[src/rtl/pwm_pkg.sv]
// pwm_pkg: shared widths, configuration record and its reset value for the PWM compare channel
package pwm_pkg;
    localparam int PWM_WIDTH = 8;
    localparam int PWM_PRE_W = 4;
    typedef struct packed {
        logic [PWM_WIDTH-1:0] top;
        logic [PWM_WIDTH-1:0] duty;
        logic [PWM_PRE_W-1:0] div;
        logic                 pol;
    } pwm_cfg_t;
    localparam pwm_cfg_t PWM_CFG_RST = '{top: '1, duty: '0, div: '0, pol: 1'b0};
endpackage

[src/rtl/pwm_prescaler.sv]
// pwm_prescaler: divide-by-(div+1) tick generator with synchronous clear and enable
module pwm_prescaler
    import pwm_pkg::*;
#(
    parameter int PRE_W = PWM_PRE_W
) (
    input  logic             clk,
    input  logic             rst,
    input  logic             clr,
    input  logic             en,
    input  logic [PRE_W-1:0] div,
    output logic             tick
);
    logic [PRE_W-1:0] pre;
    assign tick = en & ~clr & (pre == div);
    always_ff @(posedge clk) begin
        if (rst || clr) pre <= '0;
        else if (en) pre <= tick ? '0 : pre + 1'b1;
    end
endmodule

[src/rtl/pwm_compare_core.sv]
// pwm_compare_core: prescaled period counter compared against a shadowed duty value to drive one PWM pin
module pwm_compare_core
    import pwm_pkg::*;
#(
    parameter int WIDTH = PWM_WIDTH,
    parameter int PRE_W = PWM_PRE_W
) (
    input  logic             clk,
    input  logic             rst,
    input  logic             en,
    input  logic             cfg_valid,
    output logic             cfg_ready,
    input  logic [WIDTH-1:0] cfg_top,
    input  logic [WIDTH-1:0] cfg_duty,
    input  logic [PRE_W-1:0] cfg_div,
    input  logic             cfg_pol,
    output logic             pwm_out,
    output logic             period_end,
    output logic [WIDTH-1:0] cnt
);
    pwm_cfg_t active, shadow;
    logic     pending, tick, wrap;
    assign cfg_ready = ~pending;
    assign wrap      = tick & (cnt == active.top);
    pwm_prescaler #(.PRE_W(PRE_W)) u_pre (
        .clk (clk),
        .rst (rst),
        .clr (~en),
        .en  (en),
        .div (active.div),
        .tick(tick)
    );
    always_ff @(posedge clk) begin
        if (rst) begin
            cnt        <= '0;
            active     <= PWM_CFG_RST;
            shadow     <= PWM_CFG_RST;
            pending    <= 1'b0;
            pwm_out    <= 1'b0;
            period_end <= 1'b0;
        end else begin
            if (!en) begin
                cnt        <= '0;
                pwm_out    <= active.pol;
                period_end <= 1'b0;
            end else begin
                pwm_out    <= (cnt < active.duty) ^ active.pol;
                period_end <= wrap;
                if (tick) cnt <= wrap ? '0 : cnt + 1'b1;
            end
            if (pending && (!en || wrap)) begin
                active  <= shadow;
                pending <= 1'b0;
            end
            if (cfg_valid && !pending) begin
                shadow  <= '{top: cfg_top, duty: cfg_duty, div: cfg_div, pol: cfg_pol};
                pending <= 1'b1;
            end
        end
    end
endmodule

[config.mk]
export PLATFORM = sky130hd
export DESIGN_NAME = pwm_compare_core
export DESIGN_NICKNAME = d
export VERILOG_FILES = /design/src/rtl/pwm_pkg.sv /design/src/rtl/pwm_prescaler.sv /design/src/rtl/pwm_compare_core.sv
export SDC_FILE = /design/constraint.sdc
export NUM_CORES = 1
export LEC_CHECK = 0
export BUFFER_PORTS_ARGS = -buffer_cell sky130_fd_sc_hd__buf_2
export CELL_PAD_IN_SITES_DETAIL_PLACEMENT = 1
export CELL_PAD_IN_SITES_GLOBAL_PLACEMENT = 1
export CORE_MARGIN = 3
export CORE_UTILIZATION = 35
export DETAILED_ROUTE_END_ITERATION = 6
export GPL_TIMING_DRIVEN = 0
export PLACE_DENSITY_LB_ADDON = 0.1
export SYNTH_ARGS = -nofsm -noshare
export SYNTH_HDL_FRONTEND = slang
export SYNTH_SLANG_ARGS = --single-unit
[constraint.sdc]
create_clock -name clk -period 5.3 [get_ports clk]
set_clock_uncertainty 0.05 [all_clocks]
set_input_delay 0 -clock clk [delete_from_list [all_inputs] [get_ports clk]]
set_output_delay 0 -clock clk [all_outputs]
set_load 0.02 [all_outputs]
# Word-level counts from Yosys, hierarchy flattened
# Cells that the tools add are included.
dict set report totals {
  reg_bits 57
  latchBits 0
  mem_bits_rw 0
  rom_bits 0
  inputBits 25
  output_inout_bits 11
  elab_cells 36
  n_memories 0
}
dict set report classes {
  n_addsub 2
  n_mul 0
  div 0
  n_lt_le_gt_ge 1
  eq_ne 2
  shift 0
  muxes 5
  bitwise 5
  reduce_logical 8
}
# operator count
set op_table {}
lappend op_table {{adder 8 x 1 -> 8 bit, second input constant} 1}
lappend op_table {{equality test 8 bit} 1}
lappend op_table {{< comparator 8 bit} 1}
lappend op_table {{two-way mux 8 bit} 1}
lappend op_table {{adder 4 x 1 -> 4 bit, second input constant} 1}
lappend op_table {{equality test 4 bit} 1}
lappend op_table {{two-way mux 4 bit} 1}
lappend op_table {{two-way mux 1 bit} 3}
lappend op_table {{AND 1 bit} 2}
lappend op_table {{logical AND 1 bit} 2}
lappend op_table {{zero test 1 bit} 2}
lappend op_table {{logical OR 1 bit} 2}
lappend op_table {{NOT 1 bit} 2}
lappend op_table {{nonzero test 2 bit} 1}
lappend op_table {{OR reduction 2 bit} 1}
lappend op_table {{XOR 1 bit} 1}

# Logic depth before layout (Yosys ltp)
dict set report depth {
  ltp_word 7
  ltp_mapped 7
  ltp_nobuf 7
}

# Hierarchy
# A second synthesis with hierarchy kept.
dict set report hier_totals {
  hier_cells 295
  hier_area_um2 2617.5
}
# mod n_inst cells_each area_per_inst_um2 seq_area_each_um2
set modules_own_cells {}
lappend modules_own_cells {pwm_compare_core 1 272 2378.5 1061.0}
lappend modules_own_cells {pwm_prescaler 1 23 239.0 80.1}

# Least setup slack after synthesis
# Ideal clock, no wire load.
dict set report synth_timing {
  path_kind {flip-flop to flip-flop}
  from {register cnt[6]}
  to {register pwm_out}
  setup_time_ns 0.122
  arrival_time_ns 1.722
  t_required_ns 5.128
  setup_slack_ns 3.406
  path_stages_with_launch 7
  n_path_buf 0
  synth_period_minus_slack_ns 1.894
  path_cell_list {dfxtp_1 ha_1 a21o_1 a21oi_1 nor2b_1 a31o_2 a311o_1}
}
dict set report synth_via {
  elab_chain_len 3
}
# item line_no
set synth_lines {}
lappend synth_lines {{from (decl)} pwm_compare_core.sv:19} ;# output logic [WIDTH-1:0] cnt
lappend synth_lines {{from (signal assigned)} pwm_compare_core.sv:49} ;# if (tick) cnt <= wrap ? '0 : cnt + 1'b1;
lappend synth_lines {{< comparator 8 bit} pwm_compare_core.sv:47} ;# pwm_out <= (cnt < active.duty) ^ active.pol;
lappend synth_lines {{XOR 1 bit} pwm_compare_core.sv:47}
lappend synth_lines {{two-way mux 1 bit} pwm_compare_core.sv:42} ;# if (!en) begin
lappend synth_lines {{to (signal assigned)} pwm_compare_core.sv:44} ;# pwm_out <= active.pol;
lappend synth_lines {{to (signal assigned)} pwm_compare_core.sv:47}
lappend synth_lines {{to (decl)} pwm_compare_core.sv:17} ;# output logic pwm_out,
# No other way between the ends.
# A chain may end at the register's enable or synchronous reset.

# Worst setup path in the final report
dict set report layout_timing {
  from {register cnt[5]}
  to {register active[19] (netlist name)}
}
dict set report layout_via {
  elab_chain_len 4
}
# item line_no
set layout_lines {}
lappend layout_lines {{equality test 8 bit} pwm_compare_core.sv:24} ;# assign wrap = tick & (cnt == active.top);
lappend layout_lines {{AND 1 bit} pwm_compare_core.sv:24}
lappend layout_lines {{logical OR 1 bit} pwm_compare_core.sv:51} ;# if (pending && (!en || wrap)) begin
lappend layout_lines {{logical AND 1 bit} pwm_compare_core.sv:51}
lappend layout_lines {{to (signal assigned)} pwm_compare_core.sv:52} ;# active <= shadow;
lappend layout_lines {{to (decl)} pwm_compare_core.sv:21} ;# pwm_cfg_t active, shadow;
# No other way between the ends.

==> metrics.md <==
| Metric | Value |
|---|---|
| Status | complete, no violations |
| CP peak stage delay | 530 ps |
| Via density | 4.821 |
| Critical Path RT | 5470 ps |
| Die area | 0.008285 mm^2 |
| Post-route setup slack | 3341 ps |
| Max Fanout on Critical Path | 10 |
| Post-DP HPWL | 4538 um |
| Placed insts | 418 |
| Antenna diode instance count | 0 |
| Kind of critical path | register to register |
| Port Buffers | 35 |
| Syn nets | 321 |
| Pre-CTS setup slack | 3315 ps |
| Most used cell along the critical path | buf_6 |
| Arr. time, crit path | 2130 ps |
| # setup viols final | 0 |
| Worst Setup End Kind | register |
| CP Launch Type | register |
| Wirelength per Cell | 13.88 um |
| Post-Syn Instances | 287 |
| Yosys cell types | 37 |
| Warnings, synthesis | 0 |
| Slew headroom | 64.30% |
| First-pass GRT wire length | 10,980 um |
| Setup TNS | 0 ps |
| LEAKAGE | 1.401 nW |
| First-iteration detailed-routing DRC count | 42 |
| Slowest CP cell | dfxtp_1 |
| RD Place Congestion | 0.8028 |
| Residual DRC | 0 |
| Layout area overhead | 29.38% |
| Share of layout cells above drive strength 1 | 16.30% |
| Crit path buffers/inverters | 2 |
| Power Density | 299.9 mW/mm^2 |
| Grt total ovfl | 0 |
| Tmin final | 1959 ps |
| Final period util | 36.95% |
| Total CTS buffers | 9 |
| Die Span X | 91.02 um |
| Delay-heaviest family, CP | flip-flops |
| Fin area | 0.003273 mm^2 |
| Final cell count without fillers | 458 |
| Drt pass-1 iters | 4 |
| Largest net degree at the start of global routing | 11 |
| H-tree Lvls | 3 |
| Crit-path cells | xor2_1 > nor4_4 > a41oi_2 > buf_6 > buf_6 > nor3_2 > a21oi_1 |
| Core Rows | 30 |
| Fmax | 510.6 MHz |
| ANT nets after route | 0 |
| Worst-path clk slew | 70 ps |
| GRT Total Usage | 16.70% |
| Clk Latency, worst-skew pair | 330 ps |
| Ports | 36 |
| Initial antenna violation count | 0 |
| Worst IR Drop VDD | 0.1325 mV |
| Post-layout util | 47.39% |
| Final WL | 6356 um |
| Initial Util | 36.63% |
| Nets | 391 |
| Hold crit path type | input port to register |
| Final Slew Violations | 0 |
| Clock Sinks | 57 |
| Root Buffer | clkbuf_8 |
| Vias in the first global route | 2,194 |
| Via count | 2,208 |
| CTS tree | built |
| Yosys reg bits | 57 |
| Seq/Total Area, Yosys | 45.10% |
| Final hold vios | 0 |
| Max-cap violations | 0 |
| Worst slew pin tran | 535.5 ps |
| Syn avg cell area | 8.815 um^2 |
| Resize count post-CTS | 0 |
| RSZ-0062 raised after global routing | no |
| Die H | 91.02 um |
| Cell area after placement | 0.002825 mm^2 |
| Clk buf depth | 2 |
| Core Box Area | 0.006907 mm^2 |
| Mapped Area | 0.002530 mm^2 |
==> cell families (layout without fill, tap and decap cells) <==
logic type	Yosys count	after routing	synth area share, %
and+or+nand+nor	125	125	24.78
DFF	57	57	45.10
AOI/OAI and AO/OA	45	45	11.13
buffers and inverters	23	98	4.154
xor gates and xnor gates	14	14	4.847
muxes	14	14	5.539
adders and majority gates	9	9	4.451
==> registers in the layout (all words and copies together), names as in the netlist <==
signal and flops:
active 21, cnt 8, pending 1, period_end 1
pwm_out 1, shadow 21, u_pre.pre 4
==> worst reg2reg max path, cell delays in order, from the launching register on <==
cell and delay, ps:
dfxtp_1 530, xor2_1 160, nor4_4 390, a41oi_2 190
buf_6 200, buf_6 150, nor3_2 130, a21oi_1 60
==> cells in the mapped netlist, drive strengths merged <==
master   count  area, um^2
a31o         1       8.760
clkbuf       9       33.78
inv          9       33.78
nor3         9       55.05
a31oi        2       12.51
buf          5       37.54
and2         1       6.260
a21o         1       7.510
o21a         1       7.510
a2111oi      1       8.760
nor4         2       42.54
nor3b        5       37.54
o22ai        1       6.260
xnor2        5       43.79
o21ai        6       30.03
nor2        30       112.6
nand3b       9       67.56
nand2b       4       25.02
and4         1       8.760
and3         4       25.02
dfxtp       57        1141
nand3        5       25.02
a311o        1       10.01
a41oi        1       16.27
a2bb2oi      1       8.760
nor2b        5       31.28
mux2i       14       140.1
xor2         9       78.83
o21ba        1       10.01
nand2       49       183.9
nand4        1       6.260
a32o         3       30.03
a21oi       25       125.1
ha           9       112.6
==> cells in the final DEF, fill, tap and decap left out, types with 2 or more instances in the layout <==
cell           instances
a31oi_1                2
and3_1                 4
nand2_1               49
ha_1                   9
dfxtp_1               57
nor4_4                 2
buf_2                 35
inv_1                  9
nand3b_1               9
nor3_2                 2
a32o_1                 3
buf_1                  2
clkbuf_1              11
nor3b_1                5
nand2b_1               4
xor2_1                 9
dlygate4sd3_1         24
buf_6                  2
a21oi_1               25
o21ai_0                6
clkbuf_8              12
nand3_1                5
nor2b_1                5
xnor2_1                5
mux2i_1               14
nor2_1                30
nor3_1                 7
==> area by class of cell <==
class | count | area, um^2
plain buffers | 14 | 71.32
clock inverters | 2 | 35.03
flip-flops and latches | 57 | 1141
multi-input cells | 207 | 1284
fillers | 843 | 3633
well taps | 96 | 120.1
inverters | 9 | 33.78
repair buffers | 59 | 415.4
clock buffers | 14 | 172.7
==> metal layers <==
metal  up-vias  GRT usage (%)  wire, um
met5         -              0         0
met4         0          5.653        59
met3         6          4.308       190
met2        32          26.36      2991
met1      1052          22.12      3114
li1       1118              -         -
==> power by group <==
| part | switching [mW] | internal [mW] |
|---|---|---|
| clock | 0.172 | 0.255 |
| combinational | 0.0529 | 0.0446 |
| sequential | 0.0116 | 0.445 |
| total | 0.236 | 0.745 |
==> final timing paths <==
| path | from | endpoint | slack [ps] | depth (start not counted) |
|---|---|---|---|---|
| setup reg to reg | cnt[5] | active[19] | 3340 | 7 |
| hold reg to reg | shadow[6] | shadow[6] | 410 | 2 |
| hold / removal | rst | pwm_out | 190 | 4 |
| setup / recovery | cnt[5] | active[19] | 3340 | 7 |
==> what timing repair did <==
item	CTS	global route
hold buffers	24	0
setup buffers	0	0
hold endpoints to repair	22	0
==> stage by stage <==
| step | hold slack, ps | total power, mW |
|---|---|---|
| after floorplan | 74.16 | 0.5198 |
| after global placement | 159.3 | 0.5496 |
| after detailed placement | 167.7 | 0.5517 |
| after CTS | 168.5 | 0.9944 |
| after global routing | 188.9 | 1.033 |
| final | 188.7 | 0.9816 |
No activity file was read; power rests on OpenSTA's default activity.
